===== src/rtl/br_resolve_ctrl.sv =====
// ID-stage branch resolution controller: holds ID on operand hazards, resolves
// the branch once operands are forwardable and issues a registered redirect to IF.
module br_resolve_ctrl #(
  parameter int unsigned CNT_W = 16
) (
  input  logic              clk,
  input  logic              resetn,
  input  logic              id_valid,
  input  logic              id_branch,
  input  logic [31:0]       id_target,
  input  logic [1:0]        wait_seg,
  input  logic              realj,
  input  logic              pipe_stall,
  input  logic              flush,
  input  logic              if_ready,
  output logic              id_stall,
  output logic              br_valid,
  output logic [31:0]       br_target,
  output logic              br_resolved,
  output logic              br_taken,
  output logic [CNT_W-1:0]  taken_cnt,
  output logic [CNT_W-1:0]  stall_cnt
);

  localparam int unsigned WS_W = 2;

  typedef enum logic [1:0] {
    ST_IDLE  = 2'd0,
    ST_WAIT  = 2'd1,
    ST_REDIR = 2'd2
  } state_e;

  state_e            state_q;
  logic [WS_W-1:0]   cnt_q;
  logic              br_valid_q;
  logic [31:0]       br_target_q;
  logic              br_resolved_q;
  logic              br_taken_q;
  logic [CNT_W-1:0]  taken_cnt_q;
  logic [CNT_W-1:0]  stall_cnt_q;

  logic              br_c;
  logic [WS_W-1:0]   ws_c;
  logic              id_stall_c;
  logic              resolve_c;

  // Branch qualification, hazard distance clamp (3 behaves as 2) and ID hold
  always_comb begin
    br_c       = id_valid & id_branch;
    ws_c       = (wait_seg == 2'd3) ? 2'd2 : wait_seg;
    id_stall_c = 1'b0;
    resolve_c  = 1'b0;
    if (!flush) begin
      case (state_q)
        ST_IDLE: begin
          id_stall_c = br_c & (ws_c != 2'd0);
          resolve_c  = br_c & (ws_c == 2'd0) & ~pipe_stall;
        end
        ST_WAIT:  id_stall_c = 1'b1;
        ST_REDIR: id_stall_c = br_c;
        default:  id_stall_c = 1'b0;
      endcase
    end
  end

  // Control state, redirect handshake, resolution pulse and saturating counters
  always_ff @(posedge clk or negedge resetn) begin
    if (!resetn) begin
      state_q       <= ST_IDLE;
      cnt_q         <= '0;
      br_valid_q    <= 1'b0;
      br_target_q   <= '0;
      br_resolved_q <= 1'b0;
      br_taken_q    <= 1'b0;
      taken_cnt_q   <= '0;
      stall_cnt_q   <= '0;
    end else begin
      br_resolved_q <= 1'b0;
      br_taken_q    <= 1'b0;
      if (id_stall_c && (stall_cnt_q != {CNT_W{1'b1}})) begin
        stall_cnt_q <= stall_cnt_q + CNT_W'(1);
      end
      if (flush) begin
        state_q    <= ST_IDLE;
        cnt_q      <= '0;
        br_valid_q <= 1'b0;
      end else begin
        case (state_q)
          ST_IDLE: begin
            if (br_c && (ws_c != 2'd0) && !pipe_stall) begin
              cnt_q   <= ws_c;
              state_q <= ST_WAIT;
            end else if (resolve_c) begin
              br_resolved_q <= 1'b1;
              br_taken_q    <= realj;
              if (realj) begin
                br_target_q <= id_target;
                br_valid_q  <= 1'b1;
                state_q     <= ST_REDIR;
                if (taken_cnt_q != {CNT_W{1'b1}}) begin
                  taken_cnt_q <= taken_cnt_q + CNT_W'(1);
                end
              end
            end
          end
          ST_WAIT: begin
            if (!pipe_stall) begin
              cnt_q <= cnt_q - WS_W'(1);
              if (cnt_q <= WS_W'(1)) begin
                state_q <= ST_IDLE;
              end
            end
          end
          ST_REDIR: begin
            if (if_ready) begin
              br_valid_q <= 1'b0;
              state_q    <= ST_IDLE;
            end
          end
          default: begin
            state_q    <= ST_IDLE;
            br_valid_q <= 1'b0;
          end
        endcase
      end
    end
  end

  assign id_stall    = id_stall_c;
  assign br_valid    = br_valid_q;
  assign br_target   = br_target_q;
  assign br_resolved = br_resolved_q;
  assign br_taken    = br_taken_q;
  assign taken_cnt   = taken_cnt_q;
  assign stall_cnt   = stall_cnt_q;

endmodule


===== config.mk =====
export PLATFORM = sky130hd
export DESIGN_NAME = br_resolve_ctrl
export DESIGN_NICKNAME = d
export VERILOG_FILES = /design/src/rtl/br_resolve_ctrl.sv
export SDC_FILE = /design/constraint.sdc
export NUM_CORES = 1
export LEC_CHECK = 0
export BUFFER_PORTS_ARGS = -buffer_cell sky130_fd_sc_hd__buf_4
export CORE_MARGIN = 10
export CORE_UTILIZATION = 45
export DETAILED_ROUTE_END_ITERATION = 7
export PLACE_DENSITY_LB_ADDON = 0.12
export SYNTH_ARGS = -nofsm -noshare
export SYNTH_HDL_FRONTEND = slang
export SYNTH_SLANG_ARGS = --single-unit

===== constraint.sdc =====
create_clock -name clk -period 2.6 [get_ports clk]
set_clock_uncertainty 0.2 [all_clocks]
set_input_delay 0.78 -clock clk [delete_from_list [all_inputs] [get_ports clk]]
set_output_delay 0.78 -clock clk [all_outputs]
set_load 0.02 [all_outputs]

# [Word-level counts from Yosys, hierarchy flattened]
# Cells that the tools add are included.
[word_totals] out_inout_bits=68 inputBits=42 elab_cells=78 ff_bits=71
[classes] bitwise_logic=7 n_addsub=3 muxes=31 n_lt_le_gt_ge=1 reduce_logical=13 n_eq_ne=15
[ops] op="$add 16x1->16 const B" count=2
[ops] op="$ne 16x16->1 const B" count=2
[ops] op="$mux 2" count=11
[ops] op="$ne 3x3->1 const B" count=7
[ops] op="$mux 1" count=16
[ops] op="$reduce_and 5->1" count=3
[ops] op="$ne 4x4->1 const B" count=2
[ops] op="$pmux 1 s3" count=2
[ops] op="$pmux 2 s3" count=1
[ops] op="$reduce_and 6->1" count=1
[ops] op="$and 1x1->1" count=4
[ops] op="$eq 2x2->1 const B" count=2
[ops] op="$logic_not 2->1" count=2
[ops] op="$pmux 2 s2" count=1
[ops] op="$logic_and 1x1->1" count=3
[ops] op="$not 1->1" count=3
[ops] op="$reduce_and 3->1" count=1
[ops] op="$reduce_bool 3->1" count=1
[ops] op="$eq 2x1->1 const B" count=1
[ops] op="$le 2x1->1 const B" count=1
[ops] op="$ne 2x2->1 const B" count=1
[ops] op="$reduce_bool 2->1" count=1
[ops] op="$sub 2x1->2 const B" count=1
[ops] op="$logic_not 1->1" count=1

# [Longest topological paths before layout]
# Gate-level depths: netlist (run 1).
[depth] word_depth=11 mapped_depth=7

# [Least setup slack after synthesis (run 1)]
# No wires, ideal clock.
[synth_path] kind="input port to output port" from="in wait_seg[1]" to="out id_stall" n_path_buf=1 setup_slack_ns=-0.172 t_arrival_ns=1.792 required_time_ns=1.620 stages=4 cell_sequence="or3_1 -> a32oi_4 -> buf_6 -> inv_1"
[synth_via] elab_chain_len=6
[synth_rtl] item="start, declared" line="11" text="input logic [1:0] wait_seg,"
[synth_rtl] item="$eq 2x2->1" line="50" text="ws_c = (wait_seg == 2'd3) ? 2'd2 : wait_seg;"
[synth_rtl] item="$mux 2 (*)" line="50"
[synth_rtl] item="$reduce_bool 2->1 (*)" line="56" text="id_stall_c = br_c & (ws_c != 2'd0);"
[synth_rtl] item="$and 1x1->1 (*)" line="56"
[synth_rtl] item="$pmux 1 s3 (*)" line="54" text="case (state_q)"
[synth_rtl] item="$mux 1 (*)" line="53" text="if (!flush) begin"
[synth_rtl] item="end, declared" line="16" text="output logic id_stall,"
# Mark *: on every way between the ends. The rest lies on a longest branch, timed or not.

# [Final worst setup path (run 1)]
# Ends and elaborated chain as after synthesis.

==> results.py, run 1 <==
metrics = {
    "logic_synthesis": {
        "syn-num-nets": 307,
        "syn_inst": 263,
        "synth_seq_cells": 71,
        "syn_area_per_cell_sq_um": 12.4,
        "netlist_area_sq_um": 3260,
        "ys.flop_type": "dfrtp_1",
        "synthDistinctLibCells": 43,
        "yosysWarnings": 0,
        "yosysSeqAreaShare": 0.544,
        "synth_edf_count": 0,
        "ys_async_sr_fraction": 1.00,
    },
    "route": {
        "num_vias": 2503,
        "drc": 0,
        "vias_per_cell": 5.18,
        "drtIter0Drc": 94,
        "routed_wl_mm": 7.94,
        "first_pass_iters": 4,
        "ant_nets": 0,
        "wire_per_inst_microns": 16.4,
    },
    "power_and_ir_drop": {
        "clkPwrFrac": 0.361,
        "powerDensity_nw_per_um2": 665,
        "switching_share": 0.276,
        "switchingPower_uw": 827,
        "pwr-share-seq": 0.443,
        "power_frac_comb": 0.196,
        "internal_power_uw": 2170,
        "p_total_uw": 3000,
        "peakVddDrop_mv": 0.486,
        "leakage_uw": 0.00235,
    },
    "floorplanning": {
        "die_h_microns": 105,
        "rows": 30,
        "ios": 110,
        "die_area_sq_um": 11100,
        "initial_core_util": 0.473,
        "die_x_microns": 105,
        "core_sq_um": 6910,
    },
    "finish": {
        "antennaDiodeCount": 0,
        "seq_area_sq_um": 1780,
        "finalNonFillerCells": 483,
        "multiInputGateArea_sq_um": 1410,
        "mostFrequentLayoutCells": "115 x buf_4, 71 x dfrtp_1, 34 x mux2_2, 27 x xor2_1, 15 x nand3_1",
        "drive_gt1_frac": 0.473,
        "syn_to_final_growth_pct": 38.1,
        "nNetsFinal": 426,
        "n_fill_cell": 583,
        "layout_commonest_cell": "buf_4",
        "fin_util": 0.653,
        "final_area_sq_um": 4510,
    },
    "grt": {
        "grt_pass1_vias": 2582,
        "grt-ovfl-total": 0,
        "antenna_found_initial": 0,
        "grt_pass1_wl_mm": 12.9,
        "grt_start_max_net_pins": 43,
        "grt.total_usage": 0.141,
    },
    "critical_path": {
        "cp_cell_sequence": "buf_6 -> or3_4 -> a32oi_4 -> inv_4 -> buf_6",
        "worst_setup_path_start_kind": "input pin",
        "critPathSlowestCell": "or3_4",
        "worstPathRequired_ns": 1.62,
        "critPathKind": "input pin to output pin",
        "cpMostUsedCell": "buf_6",
        "slowest_delay_ns": 0.38,
        "worst-path-buf-inv": 3,
        "rrSetupSlack_ns": 0.49,
        "critPathArrivalTime_ns": 1.64,
        "cp_max_fo": 2,
        "path_delay_family": "simple AND/OR/NAND/NOR gates",
        "endpoint_kind": "output pin",
    },
    "sta": {
        "rsz0062_at_grt": "yes",
        "hold_viol": 0,
        "period_minus_slack_ns": 2.62,
        "fin_crit_sh": 1.01,
        "relSlewSlack": 0.711,
        "drv_slew": 0,
        "fmax_mhz": 382,
        "setup_slack_ns": -0.0211,
        "hold_ws_ns": 0.167,
        "setup_viol": 1,
        "worst_slew_pin_slew_ns": 0.430,
    },
    "run_status": {
        "violations": "negative setup slack",
        "status": "finished, violations left",
    },
    "placement": {
        "dp_cells": 467,
        "numPortBuffers": 109,
        "place_congestion": 0.773,
        "place_area_sq_um": 4250,
        "post-dp-hpwl_mm": 6.00,
    },
    "clock_tree": {
        "holdBufCountCts": 0,
        "cts_tree": "done",
        "h-tree-depth": 3,
        "cts.sinks": 71,
        "cts-root-buf": "clkbuf_8",
        "insertion_delay_ns": 0.33,
        "cts_buffer_depth": 2,
        "clkTransAtPathRegs_ns": 0.08,
        "cts_buffers": 9,
    },
    "hold_path": {
        "hold_class": "input pin to async pin",
    },
    "run": {
        "drv_cap": 0,
    },
}
==> synthesized netlist by cell type, drive strengths merged (2+ instances only) <==
cell type,number,area share
dfrtp,71,0.54
mux2,36,0.13
xor2,27,0.072
nand3,15,0.023
nor4,13,0.035
nand4,11,0.023
nor2,11,0.014
buf,10,0.018
nor3,10,0.015
a211oi,8,0.018
nand2,8,0.0092
and4,5,0.013
inv,5,0.0057
and3,4,0.0077
mux2i,4,0.012
o21ai,3,0.0046
a21oi,2,0.0042
and2,2,0.0038
clkbuf,2,0.0023
ha,2,0.0077
nand2b,2,0.0038
==> power by group through the flow <==
stage	Combinational, uW	Sequential, uW	Clock, uW
detailed placement	600	1350	0
floorplan	152	1470	0
finish	587	1330	1080
CTS	602	1330	1110
global placement	590	1350	0
global route	633	1350	1150
==> sequential cells by signal, indices dropped and copies added (netlist names) <==
name / count
br_valid: 1
cnt_q: 2
br_resolved: 1
stall_cnt: 16
br_taken: 1
taken_cnt: 16
state_q: 2
br_target: 32
==> cell families (layout without fill, tap and decap cells) <==
family,Yosys count,in the layout,synth area share
flops,71,71,0.544
xor+xnor,27,27,0.0724
simple gates,86,86,0.159
buf+inv,17,141,0.0257
fa+ha+maj,2,2,0.00766
mux,40,40,0.138
compound gates,20,20,0.0529
==> routing by layer <==
layer | GRT usage | vias up | part of all wire
met5 | 0 | - | 0
li1 | - | 1193 | -
met3 | 0.0467 | 12 | 0.070
met2 | 0.237 | 83 | 0.51
met1 | 0.163 | 1215 | 0.41
met4 | 0.0559 | 0 | 0.012
==> cell type report <==
| class | count | area share |
|---|---|---|
| Clock buffer | 11 | 0.0314 |
| Sequential cell | 71 | 0.394 |
| Inverter | 5 | 0.00472 |
| Tap cell | 96 | 0.0266 |
| Timing Repair Buffer | 120 | 0.208 |
| Multi-Input combinational cell | 175 | 0.312 |
| Clock inverter | 5 | 0.0230 |
==> worst paths after layout <==
| kind | from | cells past startpoint | to |
|---|---|---|---|
| max in group asynchronous | resetn | 2 | br_target[3] |
| worst min register to register | stall_cnt[7] | 1 | stall_cnt[7] |
| worst max register to register | stall_cnt[0] | 6 | stall_cnt[1] |
| worst min-delay path | resetn | 1 | taken_cnt[15] |
| worst max-delay path | wait_seg[1] | 5 | id_stall |
| min in group clk | stall_cnt[7] | 1 | stall_cnt[7] |
==> stage by stage <==
| step | setup WS (ns) | setup TNS, ns |
|---|---|---|
| after floorplan | -0.0430 | -0.0430 |
| after global placement | -0.0527 | -0.0527 |
| after detailed placement | -0.0679 | -0.0688 |
| after CTS | -0.0252 | -0.0252 |
| after global routing | -0.0622 | -0.0622 |
| final | -0.0211 | -0.0211 |
==> repair_timing <==
item,4_1_cts,5_1_grt
gates resized for setup,3,0
buffers inserted,0,0
setup endpoints to repair,1,1
gates cloned,0,0
Note: power is estimated with default switching activity, not from simulation.
==> inputs of run 2 (changes only) <==
--- a/config.mk
+++ b/config.mk
@@ -7,7 +7,8 @@
 export LEC_CHECK = 0
 export BUFFER_PORTS_ARGS = -buffer_cell sky130_fd_sc_hd__buf_4
 export CORE_MARGIN = 10
-export CORE_UTILIZATION = 45
+export CORE_UTILIZATION = 50
+export CTS_BUF_LIST = sky130_fd_sc_hd__clkbuf_2 sky130_fd_sc_hd__clkbuf_4 sky130_fd_sc_hd__clkbuf_8
 export DETAILED_ROUTE_END_ITERATION = 7
 export PLACE_DENSITY_LB_ADDON = 0.12
 export SYNTH_ARGS = -nofsm -noshare
==> constraint.sdc (replaced) <==
create_clock -name clk -period 2.8 [get_ports clk]
set_clock_uncertainty 0.2 [all_clocks]
set_input_delay 0.84 -clock clk [delete_from_list [all_inputs] [get_ports clk]]
set_output_delay 0.84 -clock clk [all_outputs]
set_load 0.02 [all_outputs]
==> run 2 against run 1 <==
The run now ends clean. Design area down 0.58%. Final cell count down 4.8%. Critical path depth unchanged. Clock power about the same. Register-to-register slack better by 0.23 ns. Critical path type unchanged.
==> results.py, run 2 (same netlist as run 1, synthesis figures left out) <==
metrics = {
    "run_status": {
        "status": "complete, no violations",
    },
    "grt": {
        "grt-ovfl-total": 0,
        "grt_pass1_vias": 2532,
        "grt_use_met1": 0.171,
        "grt_start_max_net_pins": 48,
        "grt.total_usage": 0.152,
        "antenna_found_initial": 0,
        "grtUsageMet2": 0.256,
        "grt_pass1_wl_mm": 12.5,
        "grt.busiest_layer": "met2",
        "gr-usage-met3": 0.0569,
    },
    "floorplanning": {
        "die_h_microns": 101,
        "die_x_microns": 101,
        "die_area_sq_um": 10200,
        "ios": 110,
        "initial_core_util": 0.514,
        "rows": 29,
        "core_sq_um": 6350,
    },
    "sta": {
        "period_minus_slack_ns": 2.76,
        "fin_setup_tns_ns": 0,
        "hold_viol": 0,
        "drv_slew": 0,
        "fmax_mhz": 363,
        "hold_ws_ns": 0.251,
        "relSlewSlack": 0.584,
        "rsz0062_at_grt": "no",
        "setup_viol": 0,
        "fin_crit_sh": 0.985,
        "worst_slew_pin_slew_ns": 0.619,
    },
    "finish": {
        "layout_commonest_cell": "buf_4",
        "syn_to_final_growth_pct": 37.3,
        "drive_gt1_frac": 0.470,
        "mostFrequentLayoutCells": "112 x buf_4, 71 x dfrtp_1, 34 x mux2_2, 27 x xor2_1, 15 x nand3_1",
        "final_area_sq_um": 4480,
        "n_fill_cell": 488,
        "finalNonFillerCells": 460,
        "antennaDiodeCount": 0,
        "multiInputGateArea_sq_um": 1410,
        "nNetsFinal": 422,
        "seq_area_sq_um": 1780,
        "largest_reg_flops": 32,
    },
    "critical_path": {
        "critPathKind": "input pin to output pin",
        "cp_cell_sequence": "buf_4 -> or3_4 -> a32oi_4 -> inv_2 -> buf_6",
        "worst_setup_path_start_kind": "input pin",
        "worstPathRequired_ns": 1.76,
        "slowest_delay_ns": 0.37,
        "path_delay_family": "simple AND/OR/NAND/NOR gates",
        "worst-path-buf-inv": 3,
        "critPathArrivalTime_ns": 1.72,
        "endpoint_kind": "output pin",
        "critPathSlowestCell": "or3_4",
        "cp_max_fo": 2,
    },
    "route": {
        "num_vias": 2458,
        "ant_nets": 0,
        "drtIter0Drc": 88,
        "routed_wl_mm": 7.71,
        "first_pass_iters": 4,
        "wire_per_inst_microns": 16.8,
        "drc": 0,
        "vias_per_cell": 5.34,
    },
    "clock_tree": {
        "clkTransAtPathRegs_ns": 0.07,
        "cts_tree": "done",
        "cts-root-buf": "clkbuf_8",
        "cts_buffers": 9,
        "insertion_delay_ns": 0.34,
        "cts.sinks": 71,
        "h-tree-depth": 3,
        "holdBufCountCts": 0,
        "cts_buffer_depth": 2,
    },
    "run": {
        "drv_cap": 0,
    },
    "placement": {
        "place_congestion": 0.815,
        "numPortBuffers": 109,
        "post-dp-hpwl_mm": 5.86,
        "place_area_sq_um": 4200,
        "dp_cells": 444,
    },
    "power_and_ir_drop": {
        "powerDensity_nw_per_um2": 643,
        "peakVddDrop_mv": 0.505,
        "leakage_uw": 0.00234,
    },
    "hold_path": {
        "hold_class": "input pin to async pin",
    },
}
## run 2: worst paths after layout
check	from	endpoint	slack, ns	depth (start not counted)
max reg2reg	taken_cnt[6]	taken_cnt[1]	0.72	4
max	wait_seg[0]	id_stall	0.04	5
min reg2reg	stall_cnt[15]	stall_cnt[15]	0.29	1
min in group clk	stall_cnt[15]	stall_cnt[15]	0.29	1
min	resetn	taken_cnt[9]	0.25	1
max in group asynchronous	resetn	br_target[20]	1.59	2
## run 2: per-stage QoR
step                      worst slack, ns   util  total power [uW]
after global routing              0.00799  0.706              3000
after CTS                         0.00253  0.705              2920
final                              0.0414  0.706              2880
after global placement            0.00529  0.661              1790
after floorplan                    0.0294      -              1510
after detailed placement          0.00340  0.661              1810
## run 2: metal layers
layer,part of all wire,wire length [microns],vias up
met2,0.51,3920,77
met3,0.082,632,6
met4,0.0079,61,0
li1,-,-,1180
met5,0,0,-
met1,0.40,3100,1195
## run 2: cell type report
class	count	area share
Clock buffer	11	0.0338
Tap cell	77	0.0215
Inverter	5	0.00419
Sequential cell	71	0.396
Timing Repair Buffer	116	0.202
Multi-Input combinational cell	175	0.314
Clock inverter	5	0.0285
## run 2: power by group
part	switching, uW	internal, uW	total [uW]
clock	374	731	1100
combinational	278	267	545
sequential	100	1130	1230
## run 2: repair_timing
action	CTS	global route
setup endpoints to repair	0	1
resized for setup	0	2
setup buffers	0	0
hold endpoints to repair	0	0
## run 2: worst register-to-register path, stage by stage, from the launching register on
cell     delay [ns]
dfrtp_1        0.49
nand4_2        0.23
nor4_4         0.63
nor2_2         0.11
mux2_4         0.32
